$ cat config.mk
export PLATFORM = sky130hd
export DESIGN_NAME = counter_ext
export DESIGN_NICKNAME = d
export VERILOG_FILES = /design/src/rtl/counter_ext_pkg.sv /design/src/rtl/counter_ext_tick_divider.sv /design/src/rtl/counter_ext.sv
export SDC_FILE = /design/constraint.sdc
export NUM_CORES = 1
export LEC_CHECK = 0
export ABC_AREA = 1
export ABC_CLOCK_PERIOD_IN_PS = 6500
export BUFFER_PORTS_ARGS = -buffer_cell sky130_fd_sc_hd__buf_2
export CORE_ASPECT_RATIO = 0.75
export CORE_UTILIZATION = 60
export CTS_CLUSTER_SIZE = 10
export DETAILED_ROUTE_END_ITERATION = 10
export GPL_TIMING_DRIVEN = 1
export MAX_ROUTING_LAYER = met4
export PLACE_DENSITY = 0.86
export SYNTH_ARGS = -nofsm -noshare
export SYNTH_HDL_FRONTEND = slang
export SYNTH_SLANG_ARGS = --single-unit
$ cat constraint.sdc
create_clock -name clk -period 6.5 [get_ports clk]
set_input_delay 1.3 -clock clk [delete_from_list [all_inputs] [get_ports clk]]
set_output_delay 1.3 -clock clk [all_outputs]
set_load 0.005 [all_outputs]
$ cat src/rtl/counter_ext_pkg.sv
// rtl/counter_ext_pkg.sv - shared types for the extended counter
// Boundary behaviour is selected once at elaboration from the SATURATE parameter.
package counter_ext_pkg;

  typedef enum logic {
    MODE_WRAP = 1'b0,
    MODE_SAT  = 1'b1
  } mode_e;

  function automatic mode_e mode_of(input int unsigned saturate);
    return (saturate != 0) ? MODE_SAT : MODE_WRAP;
  endfunction

endpackage

$ cat src/rtl/counter_ext_tick_divider.sv
// rtl/counter_ext_tick_divider.sv - prescaler producing the counter step strobe
// The >= compare lets a psc decrease below the running count fire on the next en cycle.
module counter_ext_tick_divider #(
  parameter int unsigned PSC_W = 8
) (
  input  logic             clk,
  input  logic             reset,
  input  logic             en_i,
  input  logic             restart_i,
  input  logic [PSC_W-1:0] psc_i,
  output logic             tick_o
);

  logic [PSC_W-1:0] cnt_q, cnt_d;

  assign tick_o = en_i && !reset && (cnt_q >= psc_i);

  always_comb begin
    cnt_d = cnt_q;
    if (restart_i) begin
      cnt_d = '0;
    end else if (en_i) begin
      cnt_d = tick_o ? '0 : cnt_q + PSC_W'(1);
    end
  end

  always_ff @(posedge clk or posedge reset) begin
    if (reset) begin
      cnt_q <= '0;
    end else begin
      cnt_q <= cnt_d;
    end
  end

endmodule

$ cat src/rtl/counter_ext.sv
// rtl/counter_ext.sv - prescaled up/down counter with limit, wrap/saturate and flags
// Priority per edge: clr > load > step > hold; clr/load also restart the prescaler.
module counter_ext
  import counter_ext_pkg::*;
#(
  parameter int unsigned       WIDTH    = 32,
  parameter logic [WIDTH-1:0]  PRESET   = '0,
  parameter int unsigned       PSC_W    = 8,
  parameter int unsigned       SATURATE = 0
) (
  input  logic             clk,
  input  logic             reset,
  input  logic             en,
  input  logic             up,
  input  logic             clr,
  input  logic             load,
  input  logic [WIDTH-1:0] load_val,
  input  logic [PSC_W-1:0] psc,
  input  logic [WIDTH-1:0] limit,
  output logic [WIDTH-1:0] q,
  output logic             tick,
  output logic             wrap,
  output logic             ovf_sticky,
  input  logic             ovf_clr
);

  localparam mode_e MODE = mode_of(SATURATE);

  logic [WIDTH-1:0] q_q, q_d;
  logic             wrap_q, wrap_d;
  logic             ovf_q, ovf_d;
  logic             step;
  logic             at_bound;

  counter_ext_tick_divider #(
    .PSC_W (PSC_W)
  ) u_div (
    .clk       (clk),
    .reset     (reset),
    .en_i      (en),
    .restart_i (clr || load),
    .psc_i     (psc),
    .tick_o    (tick)
  );

  // Up-count boundary uses >= so a loaded value above limit folds back on the next step.
  always_comb begin
    step     = tick && !clr && !load;
    at_bound = up ? (q_q >= limit) : (q_q == '0);
    q_d      = q_q;
    wrap_d   = 1'b0;
    if (clr) begin
      q_d = PRESET;
    end else if (load) begin
      q_d = load_val;
    end else if (step) begin
      if (at_bound) begin
        wrap_d = 1'b1;
        if (up) begin
          q_d = (MODE == MODE_SAT) ? limit : '0;
        end else begin
          q_d = (MODE == MODE_SAT) ? '0 : limit;
        end
      end else begin
        q_d = up ? q_q + WIDTH'(1) : q_q - WIDTH'(1);
      end
    end
  end

  always_comb begin
    ovf_d = ovf_q;
    if (step && at_bound) begin
      ovf_d = 1'b1;
    end else if (ovf_clr) begin
      ovf_d = 1'b0;
    end
  end

  always_ff @(posedge clk or posedge reset) begin
    if (reset) begin
      q_q    <= PRESET;
      wrap_q <= 1'b0;
      ovf_q  <= 1'b0;
    end else begin
      q_q    <= q_d;
      wrap_q <= wrap_d;
      ovf_q  <= ovf_d;
    end
  end

  assign q          = q_q;
  assign wrap       = wrap_q;
  assign ovf_sticky = ovf_q;

endmodule

==> impl_results.md <==
* Status: completed
* Mux contribution to synthesized area at 0
* Max stage delay cell, worst path: inv_2
* Met3 wire length at 1990 µm
* Yosys top cell area share at 0.2146
* Largest family of logic cells by synthesized area: simple AND/OR/NAND/NOR gates
* Boundary pin count at 114
* Lkg Pwr at 4.084 nW
* Max layer used: met4
* Worst Hold Depth at 2
* Post-Route WL at 17830 µm
* Skew-Pair Late Insertion Delay at 300 ps
* M1 WL at 8433 µm
* Synth Area in Simple Gates at 0.3832
* Num CTS Buffers at 5
* Net Count, Synth at 1121
* Max H-tree Level at 2
* Final Max Slew Viols at 0
* DIE AREA at 9933 µm²
* Worst path arrival time at 2620 ps
* CP max FO at 43
* Leading cell type in the layout, fill and taps excluded: nand2_1
* Root Driver: clkbuf_16
* Diode count at 0
* Post-synthesis compound-gate area fraction at 0.1111
* CTS tree: done
* GRT Util Overall at 0.3882
* Final Hold Vio Count at 0
* Period utilization at 0.6023
* Initial antenna violation count at 0
* Antenna-violating nets left at 0
* Synthesized area per cell at 5.897 µm²
* DRT Pass-1 Iters at 5
* Sum Neg Setup Slack at 0 ps
* Synth top area cells: nand2_1 21%, dfrtp_1 18%, ha_1 16%, inv_1 11%, nand3_1 8.6%
* Worst hold path class: reg2reg
* Drt initial violations at 646
* Worst slew pin tran at 1176 ps
* Drc violations at 0
* Max Cap Viol at 0
* Worst Skew at 7.202 ps
* Pwr/cell area at 151.4 nW/µm²
* R2R depth at 12
* CP startpoint kind: primary input
* Post-CTS Hold Fix Bufs at 0
* Vias per inst at 5.523
* Initial Utilization at 0.6246
* VDD IR max at 0.1047 mV
* DR WL/cell at 14.84 µm
* Fin util at 0.7120
* IO Port Bufs at 113
* XOR/XNOR Fraction of Synth Area at 0.03368
* Routed met2 length at 7037 µm
* Final net count at 1223
* Max Clock Freq at 255.4 MHz
* CP cell instances: buf_2, inv_2, nand3_1, inv_2, buf_2
* Crit path required time at 5200 ps
* First-pass GRT wire length at 29100 µm
* Gate Count Post-Synth at 970
* Register area share after synthesis at 0.1837
* Horiz. Die Dim at 114.8 µm
* Vias in the first global route at 5989
* Final setup viols at 0
* Die Y-Extent at 86.56 µm
* Yosys cell types at 33
* Relative slew slack at 0.2150
* Crit path kind: in2out
* Area growth syn-to-layout at 14.00%
* Share of cells above drive strength 1 at 0.1240
* Postcts setup bufs at 0
* Largest net degree at the start of global routing at 44
* FF+latch count, synth at 42
* Syn Std Cell Area at 5720 µm²
* Reg clk slew, reported paths at 70 ps
* Via count at 6633
* Synthesized-area fraction occupied by adder cells at 0.1588
* Syn. warnings at 0
* GR Overflow Total at 0
* Row count at 30
* Final Critical Period at 3915 ps
* RSZ-0062 raised after global routing: no
* Max Root-Sink Buffers at 2
* DP Wirelength at 13860 µm
* Area leader, netlist: nand2_1
* Endpoint class of the critical path: output port
* CP peak stage delay at 690 ps
* CORE AREA at 9159 µm²
* CTS sink count at 42
* GPL Wtd Cong at 1.045
* Most frequent cells in the layout: 327 x nand2_1, 163 x inv_1, 113 x buf_2, 98 x nand3_1, 71 x ha_1
* CTS resizes at 0
-- registers in the layout, indices dropped and copies added (netlist names) --
name,flops
ovf_sticky,1
wrap,1
q,32
u_div.cnt_q,8
-- synth_stat cells --
| cell type | n |
|---|---|
| ha_1 | 71 |
| o21ai_1 | 1 |
| or2_2 | 1 |
| xnor2_1 | 10 |
| dfrtp_1 | 42 |
| nand2_2 | 2 |
| and2_1 | 1 |
| o21a_1 | 2 |
| inv_2 | 3 |
| nor2_2 | 2 |
| a21oi_1 | 51 |
| nor3_1 | 8 |
| nor2_1 | 65 |
| o22ai_1 | 6 |
| nor4_1 | 7 |
| nand3_1 | 98 |
| nand3b_1 | 7 |
| o21ai_0 | 49 |
| fa_1 | 1 |
| nand4_1 | 9 |
| xor2_1 | 12 |
| buf_6 | 3 |
| buf_2 | 4 |
| o21ai_2 | 1 |
| a211oi_1 | 1 |
| nand2_1 | 327 |
| o21bai_1 | 4 |
| inv_1 | 164 |
| o2111ai_1 | 1 |
| clkbuf_1 | 9 |
| buf_1 | 3 |
| buf_4 | 2 |
| a21o_1 | 3 |
-- worst paths after layout --
path | slack [ps] | endpoint | from
max | 2580 | tick | reset
min | 550 | ovf_sticky | ovf_sticky
max reg2reg | 3750 | q[28] | q[15]
min reg2reg | 550 | ovf_sticky | ovf_sticky
max in group asynchronous | 4680 | q[14] | reset
min in group asynchronous | 1230 | u_div.cnt_q[4] | reset
-- stage by stage --
stage | total power [W] | cells | setup slack [ps] | hold WS (ps) | area [µm²]
3_5_place_dp | 0.0006812 | 1193 | 2412 | 540.9 | 6355
3_3_place_gp | 0.0006757 | 1193 | 2507 | 527.5 | 6355
5_1_grt | 0.001051 | 1201 | 2369 | 572.3 | 6521
2_1_floorplan | 0.0005624 | 970 | 2592 | 498.2 | 5720
6_report | 0.0009871 | 1201 | 2585 | 553.8 | 6521
4_1_cts | 0.0009780 | 1201 | 2534 | 552.5 | 6521
-- per-layer routing --
metal | GRT usage | vias up
li1 | - | 3304
met1 | 0.5662 | 2954
met2 | 0.5388 | 347
met3 | 0.07832 | 28
met4 | 0.1027 | 0
met5 | - | -
-- kinds of logic after synthesis --
logic type | count (synthesis)
AO/OA/AOI/OAI | 119
flip-flops | 42
XOR/XNOR | 22
buffers and inverters | 188
adder cells (fa/ha/maj) | 72
AND/OR/NAND/NOR | 527
-- area by class of cell --
type                       instances  area [µm²]
sequential                        42        1051
fill                             886        2638
clock buffer                       6       128.9
timing repair buffer             116       588.1
inverter                         167       626.9
tap                              128       160.2
clock inverter                     2       37.54
multi-input combinational        740        3929
-- power by group --
group	total [W]	switching [W]	internal, W	leakage [nW]
logic	0.000386	0.000245	0.000141	3.44
clock network	0.000299	0.000117	0.000182	0.0771
registers	0.000302	0.0000256	0.000277	0.571
total	0.000987	0.000387	0.000600	4.08
-- critical path: cells and delay by family --
kind | cells | cell delay, ps
buffers and inverters | 4 | 1050
and+or+nand+nor | 1 | 250
(Power assumes the default switching activity.)
